<file path="src/rtl/mem_arbiter_pkg.sv">
// mem_arbiter_pkg
//   Shared definitions for the instruction-fetch / data-memory arbiter.
//   - arb_state_e      : arbiter FSM state encoding
//   - TimeoutDefault   : default cycles to wait for ram_ack before aborting
//   - FairLimitDefault : default consecutive MEM grants allowed while IF waits
//   - word_align()     : clears the byte offset of an address

package mem_arbiter_pkg;

  localparam int unsigned TimeoutDefault   = 255;
  localparam int unsigned FairLimitDefault = 4;

  typedef enum logic [1:0] {
    StIdle    = 2'd0,
    StIfBusy  = 2'd1,
    StMemBusy = 2'd2
  } arb_state_e;

  function automatic logic [31:0] word_align(input logic [31:0] addr);
    return {addr[31:2], 2'b00};
  endfunction

endpackage

</file>
<file path="src/rtl/mem_byte_lane.sv">
// mem_byte_lane
//   Purely combinational byte-lane steering for the data port.
//   Store side (driven from the live EX/MEM fields at grant time):
//     st_bw_i     : 1 = byte store, 0 = word store
//     st_lo_i     : address bits [1:0]
//     st_wdata_i  : store data from the pipeline
//     st_be_o     : byte enables (one-hot for byte, all ones for word)
//     st_data_o   : write data (low byte replicated on all lanes for byte)
//   Load side (driven from the offset captured at grant time):
//     ld_bw_i     : 1 = byte load, 0 = word load
//     ld_lo_i     : address bits [1:0] of the access in flight
//     ld_raw_i    : raw word returned by the RAM
//     ld_data_o   : zero-extended byte or full word

module mem_byte_lane (
  input  logic        st_bw_i,
  input  logic [1:0]  st_lo_i,
  input  logic [31:0] st_wdata_i,
  output logic [3:0]  st_be_o,
  output logic [31:0] st_data_o,
  input  logic        ld_bw_i,
  input  logic [1:0]  ld_lo_i,
  input  logic [31:0] ld_raw_i,
  output logic [31:0] ld_data_o
);

  always_comb begin
    st_be_o   = 4'b1111;
    st_data_o = st_wdata_i;
    if (st_bw_i) begin
      st_be_o   = 4'b0001 << st_lo_i;
      // Replicating the byte lets the RAM pick it up on whichever lane is enabled.
      st_data_o = {4{st_wdata_i[7:0]}};
    end
  end

  always_comb begin
    ld_data_o = ld_raw_i;
    if (ld_bw_i) begin
      unique case (ld_lo_i)
        2'd0:    ld_data_o = {24'h0, ld_raw_i[7:0]};
        2'd1:    ld_data_o = {24'h0, ld_raw_i[15:8]};
        2'd2:    ld_data_o = {24'h0, ld_raw_i[23:16]};
        2'd3:    ld_data_o = {24'h0, ld_raw_i[31:24]};
        default: ld_data_o = '0;
      endcase
    end
  end

endmodule

</file>
<file path="src/rtl/mem_arbiter.sv">
// mem_arbiter
//   Shares one single-ported RAM between the instruction fetch (IF) port and the
//   data (MEM) port of the pipeline. Exactly one RAM access is outstanding at a
//   time. MEM normally wins contention; after FAIR_LIMIT consecutive MEM grants
//   with IF waiting, IF is forced through. An access that sees no ram_ack within
//   TIMEOUT busy cycles is aborted: the requester gets a ready pulse with data 0
//   and the sticky err flag is set until reset.
//
//   Parameters
//     TIMEOUT    : busy cycles without ram_ack before the access is aborted
//     FAIR_LIMIT : consecutive MEM grants with IF waiting before IF is forced
//   Ports
//     clk, rst                 : clock, synchronous active-high reset
//     if_req, if_addr          : fetch request and address
//     if_rdata, if_ready       : fetched word, one-cycle completion pulse
//     MemRead, MemWrite, BW    : data request type, BW = byte access
//     mem_addr, mem_wdata      : EX/MEM ALU result and store data
//     mem_rdata, mem_ready     : load data, one-cycle completion pulse
//     ram_*                    : registered RAM request, held until ram_ack
//     ram_rdata, ram_ack       : RAM response
//     stall_pipe               : freezes EX/MEM and earlier registers
//     stall_if                 : freezes PC/IF
//     err                      : sticky timeout flag

module mem_arbiter
  import mem_arbiter_pkg::*;
#(
  parameter int unsigned TIMEOUT    = TimeoutDefault,
  parameter int unsigned FAIR_LIMIT = FairLimitDefault
) (
  input  logic        clk,
  input  logic        rst,
  // Instruction fetch port
  input  logic        if_req,
  input  logic [31:0] if_addr,
  output logic [31:0] if_rdata,
  output logic        if_ready,
  // Data memory port
  input  logic        MemRead,
  input  logic        MemWrite,
  input  logic        BW,
  input  logic [31:0] mem_addr,
  input  logic [31:0] mem_wdata,
  output logic [31:0] mem_rdata,
  output logic        mem_ready,
  // RAM port
  output logic        ram_req,
  output logic        ram_we,
  output logic [3:0]  ram_be,
  output logic [31:0] ram_addr,
  output logic [31:0] ram_wdata,
  input  logic [31:0] ram_rdata,
  input  logic        ram_ack,
  // Pipeline control
  output logic        stall_pipe,
  output logic        stall_if,
  output logic        err
);

  // The wait counter only needs to reach TIMEOUT-1: the abort happens on the
  // edge that would otherwise count the TIMEOUT-th unanswered busy cycle.
  localparam int unsigned WaitW = (TIMEOUT > 1) ? $clog2(TIMEOUT) : 1;
  localparam logic [WaitW-1:0] WaitLast = WaitW'(TIMEOUT - 1);

  localparam int unsigned FairW = (FAIR_LIMIT > 0) ? $clog2(FAIR_LIMIT + 1) : 1;
  localparam logic [FairW-1:0] FairMax = FairW'(FAIR_LIMIT);

  arb_state_e       state_q;
  logic [FairW-1:0] fair_q;
  logic [WaitW-1:0] wait_q;
  logic             ld_bw_q;
  logic [1:0]       ld_lo_q;

  logic        mem_req;
  logic        mem_wins;
  logic        access_done;
  logic [3:0]  st_be;
  logic [31:0] st_data;
  logic [31:0] ld_data;

  assign mem_req  = MemRead | MemWrite;
  // MEM has priority unless IF has been starved for FAIR_LIMIT grants.
  assign mem_wins = mem_req && (!if_req || (fair_q != FairMax));

  // Either a real acknowledge or the wait budget running out ends the access.
  assign access_done = ram_ack || (wait_q == WaitLast);

  assign stall_pipe = mem_req & ~mem_ready;
  assign stall_if   = (if_req & ~if_ready) | stall_pipe;

  mem_byte_lane u_byte_lane (
    .st_bw_i    (BW),
    .st_lo_i    (mem_addr[1:0]),
    .st_wdata_i (mem_wdata),
    .st_be_o    (st_be),
    .st_data_o  (st_data),
    .ld_bw_i    (ld_bw_q),
    .ld_lo_i    (ld_lo_q),
    .ld_raw_i   (ram_rdata),
    .ld_data_o  (ld_data)
  );

  always_ff @(posedge clk) begin
    if (rst) begin
      state_q   <= StIdle;
      fair_q    <= '0;
      wait_q    <= '0;
      ld_bw_q   <= 1'b0;
      ld_lo_q   <= 2'b00;
      err       <= 1'b0;
      ram_req   <= 1'b0;
      ram_we    <= 1'b0;
      ram_be    <= 4'b0000;
      ram_addr  <= '0;
      ram_wdata <= '0;
      if_rdata  <= '0;
      mem_rdata <= '0;
      if_ready  <= 1'b0;
      mem_ready <= 1'b0;
    end else begin
      // Ready outputs are single-cycle pulses.
      if_ready  <= 1'b0;
      mem_ready <= 1'b0;

      unique case (state_q)
        StIdle: begin
          if (mem_wins) begin
            state_q   <= StMemBusy;
            wait_q    <= '0;
            ram_req   <= 1'b1;
            ram_we    <= MemWrite;
            ram_be    <= st_be;
            ram_addr  <= word_align(mem_addr);
            ram_wdata <= MemWrite ? st_data : '0;
            ld_bw_q   <= BW;
            ld_lo_q   <= mem_addr[1:0];
            // With IF waiting, MEM only wins below FairMax, so this cannot overflow.
            fair_q    <= if_req ? fair_q + FairW'(1) : '0;
          end else if (if_req) begin
            state_q   <= StIfBusy;
            wait_q    <= '0;
            ram_req   <= 1'b1;
            ram_we    <= 1'b0;
            ram_be    <= 4'b1111;
            ram_addr  <= word_align(if_addr);
            ram_wdata <= '0;
            fair_q    <= '0;
          end
        end

        StIfBusy, StMemBusy: begin
          if (access_done) begin
            state_q <= StIdle;
            ram_req <= 1'b0;
            if (!ram_ack) begin
              err <= 1'b1;
            end
            if (state_q == StIfBusy) begin
              if_ready <= 1'b1;
              if_rdata <= ram_ack ? ram_rdata : '0;
            end else begin
              mem_ready <= 1'b1;
              if (!ram_ack) begin
                mem_rdata <= '0;
              end else if (!ram_we) begin
                mem_rdata <= ld_data;
              end
            end
          end else begin
            wait_q <= wait_q + WaitW'(1);
          end
        end

        default: begin
          state_q <= StIdle;
          ram_req <= 1'b0;
        end
      endcase
    end
  end

endmodule

</file>
<file path="config.mk">
export PLATFORM = sky130hd
export DESIGN_NAME = mem_arbiter
export DESIGN_NICKNAME = d
export VERILOG_FILES = /design/src/rtl/mem_arbiter_pkg.sv /design/src/rtl/mem_byte_lane.sv /design/src/rtl/mem_arbiter.sv
export SDC_FILE = /design/constraint.sdc
export NUM_CORES = 1
export LEC_CHECK = 0
export ABC_AREA = 0
export CORE_ASPECT_RATIO = 0.7
export CORE_MARGIN = 2
export CORE_UTILIZATION = 38
export CTS_CLUSTER_SIZE = 8
export DETAILED_ROUTE_END_ITERATION = 12
export PLACE_DENSITY = 0.88
export SYNTH_ARGS = -nofsm -noshare
export SYNTH_HDL_FRONTEND = slang
export SYNTH_SLANG_ARGS = --single-unit
</file>
<file path="constraint.sdc">
create_clock -name clk -period 1.6 [get_ports clk]
set_clock_uncertainty 0.05 [all_clocks]
set_input_delay 0.32 -clock clk [delete_from_list [all_inputs] [get_ports clk]]
set_output_delay 0.32 -clock clk [all_outputs]
set_load 0.01 [all_outputs]
</file>
# Word level (Yosys, flattened, before mapping)
# Index checks and enable logic that the tools add are counted.
# word_totals
out_inout_bits,139
elab_cells,89
register_bits,153
input_bits,135
# classes
n_mux,33
n_reduce_logical,17
bitwise_logic,10
n_shift,1
add_sub_neg,2
eq_ne,11
# op_table
op,n
$mux W32,10
$pmux W32 S4,1
$mux W8,3
$pmux W8 S2,1
$mux W4,3
$mux W3,3
$reduce_and A3 Y1,3
$add A8 B1 Y8 const B,1
$eq A8 B8 Y1 const B,1
$mux W1,7
$eq A2 B2 Y1 const B,3
$mux W2,3
$ne A2 B2 Y1 const B,3
$ne A3 B3 Y1 const B,2
$not A1 Y1,6
$reduce_and A2 Y1,3
$eq A2 B1 Y1 const B,2
$logic_not A2 Y1,2
$pmux W2 S2,1
$reduce_and A4 Y1,1
$reduce_bool A2 Y1,2
$shl A1 B2 Y4 const A,1
$add A3 B1 Y3 const B,1
$reduce_or A3 Y1,1
7 further kinds,10

# Longest topological paths before layout
# logic_depth
word_depth,5
ltp_mapped,8
depth_no_buf,7

# Modules after synthesis
# From an unflattened synthesis, not the netlist that was laid out.
# hier_totals
cells_unflattened,677
hier_area_um2,6263.5
# modules_own_cells
module,area_each_um2,instances,cells_per_inst,seq_area_each_um2
mem_arbiter,5411.4,1,538,3022.9
mem_byte_lane,852.1,1,139,0.0

# Worst setup path before layout
# No wires, ideal clock.
# synth_timing
path_type,register to register
startpoint,register state_q[0]
endpoint,register wait_q[5]
n_path_buf,1
arrival_time_ps,1576
period_less_slack_ps,1755
path_slack_ps,-155
stages_incl_launch_ff,9
cell_sequence,dfxtp_1 inv_1 ha_1 nor2b_1 o21ai_1 buf_2 a211oi_1 xnor2_1 nor2_1
# synth_via
elab_chain_cells,4
word_cells_on_any_way,9
# synth_rtl
element,line,source
start: declaration,mem_arbiter.sv:68,arb_state_e state_q;
start signal: assignment,mem_arbiter.sv:105,state_q <= StIdle;
start signal: assignment,mem_arbiter.sv:128,state_q <= StMemBusy;
start signal: assignment,mem_arbiter.sv:140,state_q <= StIfBusy;
$eq A2 B1 Y1 / $eq A2 B2 Y1 (equally long branches),mem_arbiter.sv:125,unique case (state_q)
$reduce_or A2 Y1,mem_arbiter.sv:125,
$ne A2 B2 Y1 (no line) / $reduce_bool A2 Y1 (equally long branches),n/a,
$reduce_and A3 Y1 (no line),n/a,
end signal: assignment,mem_arbiter.sv:170,wait_q <= wait_q + WaitW'(1);
end: declaration,mem_arbiter.sv:70,logic [WaitW-1:0] wait_q;
# Parallel ways exist; a longest one is shown, timed or not.
# A chain may end at the register's enable or synchronous reset.

# Worst setup path in the final report
# layout_timing
startpoint,register state_q[0]
endpoint,register wait_q[7]
# The elaborated chain is that of the path after synthesis.

==> key figures <==
Yosys
  – Share of the synthesized area in the top cell type: about half
  – Count of mapped cells out of synthesis: 740
  – Mean Syn Cell Area: 8.35 um^2
  – Number of synthesized flops with an enable pin: 0
  – Sequential area share after synthesis: around 49%
  – Flops & latches, synth: between 150 and 200
  – Top FF cell, synth: dfxtp_1
  – Synth async-reset ratio: 0%
  – Yosys warnings: 0
  – Syn Std Cell Area: 6180 um^2
  – Dominant cell type by area after synthesis: dfxtp_1
  – Synth cell types: 42
  – Synth cell count leaders: dfxtp_1, nand2_1, nor2_1
  – Synth top area cells: dfxtp_1, nand2_1, nor2_1
  – Count leader, synth: dfxtp_1

Floorplanning
  – Die area: between 15,000 and 20,000 um^2
  – Top-Level Pins: about 270
  – Die W: 156 um
  – Num rows: 38
  – Core footprint: between 15,000 and 20,000 um^2
  – Initial Util: 39.4%
  – Die height: approximately 110 um

Timing
  – Slew @ Worst Pin: just over 500 ps
  – Crit share post-route: 108%
  – Slew Viols, Final: 0
  – Max Fclk: 576 MHz
  – Final Setup Violations: 45
  – Final hold vios: 0
  – RSZ-0062 raised after global routing: yes
  – Max_slew headroom: about 66%
  – Post-layout min period: between 1500 and 2000 ps
  – Setup ws final: -135 ps

Route
  – Number of vias after detailed routing: 6,936
  – Vias/cell: 5.49
  – DRT iter0 DRCs: between 500 and 600
  – Pre-Repair DR Iteration Count: 5
  – Routed wire length: between 20,000 and 30,000 um
  – Post-route DRC: 0
  – Routed Antenna Nets: 0
  – WL per Instance: slightly below 20 um

Flow run
  – Max_cap viols: 0

GRT
  – Vias in the first global route: between 6k and 7k
  – Total grt overflow: 0
  – Antenna violations before repair: 1
  – Global-route wire length before repair: 35,500 um
  – All-Layer GR Usage: between 20% and 30%
  – Largest net degree at the start of global routing: 52

Setup path
  – Critical path arrival: between 2000 and 2500 ps
  – Critical Path RT: about 1900 ps
  – CP Class: reg2reg
  – Reg2reg start: state_q[0]
  – Crit path from: state_q[0]
  – Crit. End Element: register
  – Setup crit start kind: register
  – Crit-path max FO: 4

Power and ir drop
  – Net Sw Frac: 28.2%
  – Comb pwr share: 22.4%
  – P_sw: just over 0.003 W
  – P_int: 0.00781 W
  – Peak supply drop: between 0.7 and 0.8 mV
  – Tot Pwr: around 0.011 W
  – Flop pwr share: a little under two fifths
  – Power per cell area: between 1000 and 1500 nW/um^2
  – Clock Power Share: 39.4%
  – Leak Pwr: just under 5 nW

Clock tree
  – Clock tree buffer depth: 2
  – Post-CTS Hold Fix Bufs: 0
  – CTS tree: yes
  – Clock transition at path regs: roughly 60 ps
  – Number of CTS-inserted buffers: 17
  – Worst-Skew Late Latency: 400 ps
  – CTS root buffer: clkbuf_16
  – Clk sinks: around 150
  – H-Tree Depth: 4

Cells and area
  – Area Growth Syn to Fin: 74.6%
  – Layout cell share with drive strength beyond 1: between 20% and 30%
  – Fillcell total: approximately 1.2k
  – Final #Nets: 1,192

Placed design
  – Post-DP HPWL: ~16,000 um
  – # port buffers: 269
  – Place WS: -436 ps
  – GP Congestion: roughly 0.87

Worst hold path
  – Min-delay src: rst
  – Worst Hold Class: in2reg

Status
  – Failing checks: setup timing
  – Outcome: finished, violations left
[power groups by stage]
stage               sequential [W]  clock [W]  combinational [W]
detailed placement         0.00423          0            0.00218
global route               0.00418    0.00452            0.00259
CTS                        0.00415    0.00433            0.00209
global placement           0.00423          0            0.00214
finish                     0.00416    0.00428            0.00243
floorplan                  0.00433          0           0.000831
[layout by cell type, fill, tap and decap left out, types with 5 or more instances in the layout]
cell / instances
inv_6: 6
clkdlybuf4s50_1: 127
nand3_1: 32
a22o_1: 25
nand2b_1: 6
a22oi_1: 32
o21ai_1: 8
nor2_1: 85
a211oi_2: 6
dlygate4sd2_1: 139
nand2_1: 89
buf_6: 7
dfxtp_1: 145
a21oi_1: 43
mux2i_1: 11
a311oi_1: 9
xnor2_1: 5
buf_4: 57
nand2_4: 14
a21o_1: 8
inv_2: 5
dfxtp_2: 6
clkbuf_16: 23
nand2_2: 14
a311oi_2: 21
inv_1: 27
o21ai_0: 32
buf_12: 12
[per-stage QoR]
stage               hold slack, ps  util (%)  setup TNS, ps  instance area [um^2]  std cells
detailed placement             388      60.8         -46500                  9540       1212
global route                   197      68.7          -7160                 10800       1264
finish                         196      68.7          -1680                 10800       1264
floorplan                      399         -           -917                  6260        741
CTS                            172      64.9           -394                 10200       1249
global placement               383      60.8         -40810                  9540       1212
[metal layers]
layer | up-vias | global-route usage (%) | wire length (um)
li1 | 3205 | - | -
met2 | 347 | 40.4 | 11400
met4 | 0 | 9.42 | 783
met5 | - | 0 | 0
met1 | 3314 | 33.8 | 10600
met3 | 70 | 6.65 | 2200
[sequential cells by signal (all words and copies together) (netlist names)]
register / flops
err: 1
fair_q: 3
if_rdata: 32
if_ready: 1
ld_bw_q: 1
ld_lo_q: 2
mem_rdata: 32
mem_ready: 1
ram_addr: 30
ram_be: 4
ram_req: 1
ram_wdata: 32
ram_we: 1
state_q: 2
wait_q: 8
[worst max-delay path, stage by stage (launching register included)]
cell and delay, ps:
dfxtp_2 350, inv_2 50, ha_4 280, nor2b_4 180, o21ai_4 100, a21o_1 200, or3_1 320, a21oi_1 130
[cell type report]
type | count | area [um^2] | area share (%)
clock buffer | 20 | 467 | 4.33
multi-input combinational | 497 | 3300 | 30.6
inverter | 32 | 120 | 1.11
sequential | 151 | 3030 | 28.1
clock inverter | 11 | 159 | 1.47
antenna | 1 | 2.50 | 0.0232
timing repair buffer | 352 | 3450 | 32.0
tap | 200 | 250 | 2.32
[what timing repair did]
action                     4_1_cts  5_1_grt
resized for setup              171       92
setup endpoints to repair      243      112
buffers inserted                 4        8
cloned                           2        8
pin swaps                       13       69
hold endpoints to repair         0        0
[final timing paths]
path | endpoint | slack (ps) | cells after the start
worst min-delay path | mem_ready | 200 | 2
worst max-delay path | wait_q[7] | -140 | 7
worst min register to register | if_rdata[25] | 400 | 2
worst max register to register | wait_q[7] | -140 | 7
[cell families (layout without fill, tap and decap cells)]
group | count (synthesis) | count (layout) | share of synthesized area, %
adder cells (fa/ha/maj) | 6 | 6 | 1.22
XOR/XNOR | 5 | 5 | 0.709
multiplexers | 11 | 11 | 1.78
other | 1 | 3 | 0.0607
buffers and inverters | 93 | 415 | 6.24
flip-flops | 151 | 151 | 48.9
AO/OA/AOI/OAI | 206 | 206 | 22.7
AND/OR/NAND/NOR | 267 | 267 | 18.4
Power figures use the tool's default switching activity.
